===== src/rtl/config_chain_loader.sv =====
// Serializes configuration bytes MSB-first onto a shift chain. Each byte takes 1 fetch cycle and 8 shift cycles.
// in_ready is high only in FETCH, so the source is held off while a byte shifts out. A starved FETCH aborts with a sticky err.
module config_chain_loader #(
    parameter int CHAIN_LEN = 64,
    parameter int TIMEOUT   = 255
) (
    input  logic       clk,
    input  logic       rst_n,
    input  logic       start,
    input  logic [7:0] in_data,
    input  logic       in_valid,
    output logic       in_ready,
    output logic       chain_data,
    output logic       chain_en,
    output logic       busy,
    output logic       done,
    output logic       err
);

    localparam logic [15:0] LAST_BIT  = 16'(CHAIN_LEN - 1);
    localparam logic [15:0] LAST_WAIT = 16'(TIMEOUT - 1);

    typedef enum logic [1:0] {
        S_IDLE,
        S_FETCH,
        S_SHIFT,
        S_DONE
    } state_t;

    state_t      state, state_nxt;
    logic [7:0]  sreg, sreg_nxt;
    logic [2:0]  bitpos, bitpos_nxt;
    logic [15:0] count, count_nxt;
    logic [15:0] wait_cnt, wait_cnt_nxt;
    logic        err_q, err_nxt;

    always_ff @(posedge clk) begin
        if (!rst_n) begin
            state    <= S_IDLE;
            sreg     <= 8'd0;
            bitpos   <= 3'd0;
            count    <= 16'd0;
            wait_cnt <= 16'd0;
            err_q    <= 1'b0;
        end else begin
            state    <= state_nxt;
            sreg     <= sreg_nxt;
            bitpos   <= bitpos_nxt;
            count    <= count_nxt;
            wait_cnt <= wait_cnt_nxt;
            err_q    <= err_nxt;
        end
    end

    always_comb begin
        state_nxt    = state;
        sreg_nxt     = sreg;
        bitpos_nxt   = bitpos;
        count_nxt    = count;
        wait_cnt_nxt = wait_cnt;
        err_nxt      = err_q;
        in_ready     = 1'b0;
        chain_data   = 1'b0;
        chain_en     = 1'b0;
        busy         = 1'b1;
        done         = 1'b0;

        case (state)
            S_IDLE: begin
                busy = 1'b0;
                if (start) begin
                    count_nxt    = 16'd0;
                    wait_cnt_nxt = 16'd0;
                    err_nxt      = 1'b0;
                    state_nxt    = S_FETCH;
                end
            end
            S_FETCH: begin
                in_ready = 1'b1;
                if (in_valid) begin
                    sreg_nxt     = in_data;
                    bitpos_nxt   = 3'd7;
                    wait_cnt_nxt = 16'd0;
                    state_nxt    = S_SHIFT;
                end else begin
                    wait_cnt_nxt = wait_cnt + 16'd1;
                    if (wait_cnt == LAST_WAIT) begin
                        err_nxt   = 1'b1;
                        state_nxt = S_IDLE;
                    end
                end
            end
            S_SHIFT: begin
                chain_en   = 1'b1;
                chain_data = sreg[7];
                sreg_nxt   = {sreg[6:0], 1'b0};
                count_nxt  = count + 16'd1;
                bitpos_nxt = bitpos - 3'd1;
                // The chain-length check wins so a partial final byte ends the load early.
                if (count == LAST_BIT) begin
                    state_nxt = S_DONE;
                end else if (bitpos == 3'd0) begin
                    state_nxt = S_FETCH;
                end
            end
            S_DONE: begin
                done      = 1'b1;
                state_nxt = S_IDLE;
            end
            default: state_nxt = S_IDLE;
        endcase
    end

    assign err = err_q;

endmodule


===== config.mk =====
export PLATFORM = sky130hd
export DESIGN_NAME = config_chain_loader
export DESIGN_NICKNAME = d
export VERILOG_FILES = /design/src/rtl/config_chain_loader.sv
export SDC_FILE = /design/constraint.sdc
export NUM_CORES = 1
export LEC_CHECK = 0
export ABC_CLOCK_PERIOD_IN_PS = 2850
export BUFFER_PORTS_ARGS = -buffer_cell sky130_fd_sc_hd__buf_4
export CAP_MARGIN = 20
export CORE_ASPECT_RATIO = 1.75
export CORE_UTILIZATION = 35
export DETAILED_ROUTE_END_ITERATION = 6
export PLACE_DENSITY = 0.61
export SYNTH_ARGS = -nofsm -noshare
export SYNTH_HDL_FRONTEND = slang
export SYNTH_SLANG_ARGS = --single-unit

===== constraint.sdc =====
create_clock -name clk -period 2.85 [get_ports clk]
set_input_delay 0.57 -clock clk [delete_from_list [all_inputs] [get_ports clk]]
set_output_delay 0.57 -clock clk [all_outputs]
set_load 0.03 [all_outputs]

After elaboration in Yosys (flattened, before gate mapping) --
Cells that the tools add are included. W data, S select, Z words.
Storage, ports and cells: bits in registers 46, input port bits 12
Cells by class: add/subtract/negate cells 3, eq/ne operators 11, mux-type cells 23, reduce and logical (&&, ||, !) cells 10
Operators with widths (count):
- $pmux W16 S2 | 2
- $add A16 B1 Y16 const B | 2
- $mux W16 | 2
- $eq A16 B6 Y1 const B | 1
- $eq A16 B8 Y1 const B | 1
- $pmux W8 S2 | 1
- $mux W2 | 5
- $mux W1 | 8
- $mux W8 | 1
- $ne A2 B2 Y1 const B | 4
- $pmux W2 S4 | 1
- $ne A3 B3 Y1 const B | 2
- $pmux W3 S2 | 1
- $reduce_and A2 Y1 | 3
- $reduce_bool A2 Y1 | 3
- $eq A2 B2 Y1 const B | 2
- $reduce_and A4 Y1 | 1
- $logic_not A3 Y1 | 1
- $mux W3 | 1
- $reduce_and A3 Y1 | 1
- $sub A3 B1 Y3 const B | 1
- $eq A2 B1 Y1 const B | 1
- $logic_not A2 Y1 | 1
- $pmux W1 S2 | 1

Longest topological paths before layout --
depth in word-level cells 4, mapped depth 7, mapped depth without buffers 6

Worst setup path before layout --
No wires, ideal clock.
kind flip-flop to output port, from reg state[1], to out chain_data, arrival time 1735 ps, required time 2280 ps, setup slack 545 ps, stages on the path, launching flop included 7, buffers on the path 3, cells stage by stage dfxtp_1 > buf_2 > nand2b_1 > clkbuf_1 > inv_1 > buf_1 > and2_1
On the way: cells in the longest elaborated chain, start to end 2
RTL lines:
- start, declared | line 30 | state_t state, state_nxt;
- start signal, assigned | line 46 | state <= state_nxt;
- $eq A2 B2 Y1 | line 68 | case (state)
- $mux W1 | line 68
- end, declared | line 13 | output logic chain_data,
Every way passes these cells.

Worst setup path in the final report --
Same ends and word-level chain as after synthesis.

==> key figures <==
Placed design
  – GP Congestion: 0.809
  – Pre-CTS setup slack: 0.722 ns
  – Placed cells: 395
  – Post-DP HPWL: 4.24 mm
  – Input/output buffers: 17
  – Post-DP Area: 2640 sq um

Worst setup path
  – CP Data Arrival Time: 1.86 ns
  – Register-to-Register Path Depth: 5
  – CP endpoint kind: primary output
  – Crit path launch type: flip-flop
  – R2r setup slk: 0.79 ns
  – Instance count on the critical path: 4
  – Critical Path Fanout Max: 18
  – Largest stage delay, worst path: 0.70 ns
  – Worst r2r dst: count[12]$_SDFFE_PN0P_
  – Top delay family on crit path: flip-flops
  – Critical Path, Cell by Cell: nand2b_1 -> inv_1 -> and2_1 -> buf_4
  – Worst r2r src: state[1]$_SDFFE_PN0P_
  – CP required: 2.28 ns
  – CP bufs+invs: 2
  – Highest-delay cell along the critical path: dfxtp_1
  – Critical path type: flip-flop to primary output

Detailed routing
  – Via count: 2304
  – Per-cell routed wire length: 15.0 um
  – Via density: 5.73
  – Detailed Routing Iterations Pass 1: 4
  – DRC Markers: 0
  – Antenna-violating nets left: 0
  – Drt initial violations: 137
  – Aggregate routed wire length: 6.01 mm

GRT
  – Total GRT Usage: 17.9%
  – Largest net degree at the start of global routing: 22
  – First-pass GRT wire length: 10.3 mm
  – Antenna violations before repair: 0
  – Vias in the first global route: 2240
  – GRT Residual Overflow: 0

Logic synthesis
  – Synthesized area: 2430 sq um
  – Async S/R FF share, synth: 0%
  – Number of synthesized flops with an enable pin: 0
  – Synth Net Count: 324
  – Top cells by count, synth: 46 x dfxtp_1, 36 x nor2_1, 34 x nand2_1
  – Count leader, synth: dfxtp_1
  – Synth top area cells: dfxtp_1 38%, nor2_1 5.6%, nand2_1 5.2%
  – Ys Warns: 0
  – Share of Yosys cell area claimed by the top area cell type: 37.9%
  – Area leader, netlist: dfxtp_1
  – Mapped Cells: 307
  – Number of library cell types mapped by synthesis: 51
  – Main synth FF type: dfxtp_1
  – Sequential-to-total area share from yosys stat: 37.9%
  – Syn avg cell area: 7.92 sq um
  – Synth Register Bits: 46

Clock tree
  – Htree depth: 2
  – Hold-fix buffers, CTS: 0
  – TritonCTS Buffers: 5
  – Bufs on Longest Clock Path: 2
  – Post_cts resized: 0
  – Worst-Skew Late Latency: 0.29 ns
  – Clk slew on worst S/H paths: 0.06 ns
  – CTS tree: yes
  – Root Buffer: clkbuf_16
  – Clock sinks: 46
  – Post-CTS setup repair buffer count: 0

Floorplan
  – Die Height: 112 um
  – Site Rows: 39
  – Die width: 65.0 um
  – I/O pins: 18
  – Initial Utilization: 36.7%
  – Core area: 6640 sq um
  – Die Area: 7300 sq um

Status
  – Status: completed

STA
  – WHS: 0.464 ns
  – Final period utilization: 85.2%
  – Hold Violations, Final: 0
  – Slew of the pin with the lowest slew margin: 0.660 ns
  – Setup_tns: 0 ns
  – Fin worst setup slack: 0.423 ns
  – Fmax: 412 MHz
  – Unrepaired setup endpoints after global routing: no
  – Final setup fails: 0
  – Slew margin rel.: 55.7%
  – Setup Skew: 0.00534 ns
  – Min Clock Period, post-route: 2.43 ns
  – Final slew viol count: 0

Hold path
  – Hold path start: count[15]$_SDFFE_PN0P_
  – Worst-case hold path end point: count[15]$_SDFFE_PN0P_
  – Worst Hold Class: flip-flop to flip-flop
  – Hold Crit Depth: 2

Power
  – Peak VDD IR: 0.270 mV
  – Power Density: 532 nW/um^2
  – Leakage: 1.02 nW

Layout
  – NumNets Final: 337
  – Ant diodes: 0
  – Fin cells: 402
  – Fillers: 701
  – Layout cell share with drive strength beyond 1: 12.8%
  – Area Overhead vs Synth: 15.5%
  – Cell area after layout: 2810 sq um

Run
  – Max_cap viols: 0
[cells in the final DEF, fill, tap and decap left out, drive strengths merged, types with 2 or more instances in the layout]
master and instances:
a211oi 4, a21o 5, a21oi 17, a311oi 8
a31o 2, a31oi 6, and2 3, and3 2
and4 2, buf 23, clkbuf 6, dfxtp 46
ha 5, inv 10, nand2 34, nand2b 3
nand3 16, nand3b 3, nand4 6, nand4b 5
nor2 36, nor2b 4, nor3 11, nor3b 3
nor4 10, o211ai 4, o21a 2, o21ai 14
o21bai 2, o221a 2, or3 5, or4 4
xnor2 4
[registers in the layout, summed over array words and instances (netlist names)]
register	flops
wait_cnt	16
count	16
bitpos	3
sreg	8
err	1
state	2
[report_power, final]
part | switching, mW | internal (mW) | total [mW]
Sequential | 0.0172 | 0.660 | 0.677
Combinational | 0.0852 | 0.0621 | 0.147
Clock | 0.237 | 0.433 | 0.669
[layer usage]
layer  track usage (%)  vias up  share of wire, %
li1                  -     1148                 -
met1              19.6     1116                42
met2              33.2       31                54
met3              2.85        9               2.4
met4              6.96        0               1.9
met5                 0        -                 0
[worst max-delay path by stage]
stage / start / endpoint / slack, ns
floorplan: state[1]$_SDFFE_PN0P_ / chain_data / 0.55
global placement: state[1]$_SDFFE_PN0P_ / chain_data / 0.78
detailed placement: state[1]$_SDFFE_PN0P_ / chain_data / 0.72
CTS: state[1]$_SDFFE_PN0P_ / chain_data / 0.38
global route: state[1]$_SDFFE_PN0P_ / chain_data / 0.28
finish: state[1]$_SDFFE_PN0P_ / chain_data / 0.42
[cell type report]
cell class,instances,area [sq um],share of cell area (%)
clock buffer,6,139,4.94
clock inverter,1,30.0,1.07
inverter,10,37.5,1.34
multi-input combinational,234,1410,50.1
sequential,46,921,32.8
tap,82,103,3.65
timing repair buffer,23,173,6.14
[metrics by stage]
step / total power [mW] / util [%]
floorplan: 0.789 / -
global placement: 0.837 / 39.8
detailed placement: 0.840 / 39.8
CTS: 1.52 / 42.3
global route: 1.56 / 42.3
finish: 1.49 / 42.3
[logic make-up after synthesis]
logic type | after synthesis | synth area share (%)
AOI/OAI and AO/OA | 74 | 21.0
xor gates and xnor gates | 4 | 1.44
adders and majority gates | 5 | 2.57
buffers and inverters | 27 | 4.27
DFF | 46 | 37.9
and+or+nand+nor | 151 | 32.8
[worst register-to-register path, cell delays in order, from the launching register on]
cell and delay, ns:
dfxtp_1 0.70, nand2b_1 0.15, buf_4 0.24, nor4_1 0.49, a31oi_1 0.15, a311oi_1 0.25
(Power assumes the default switching activity.)
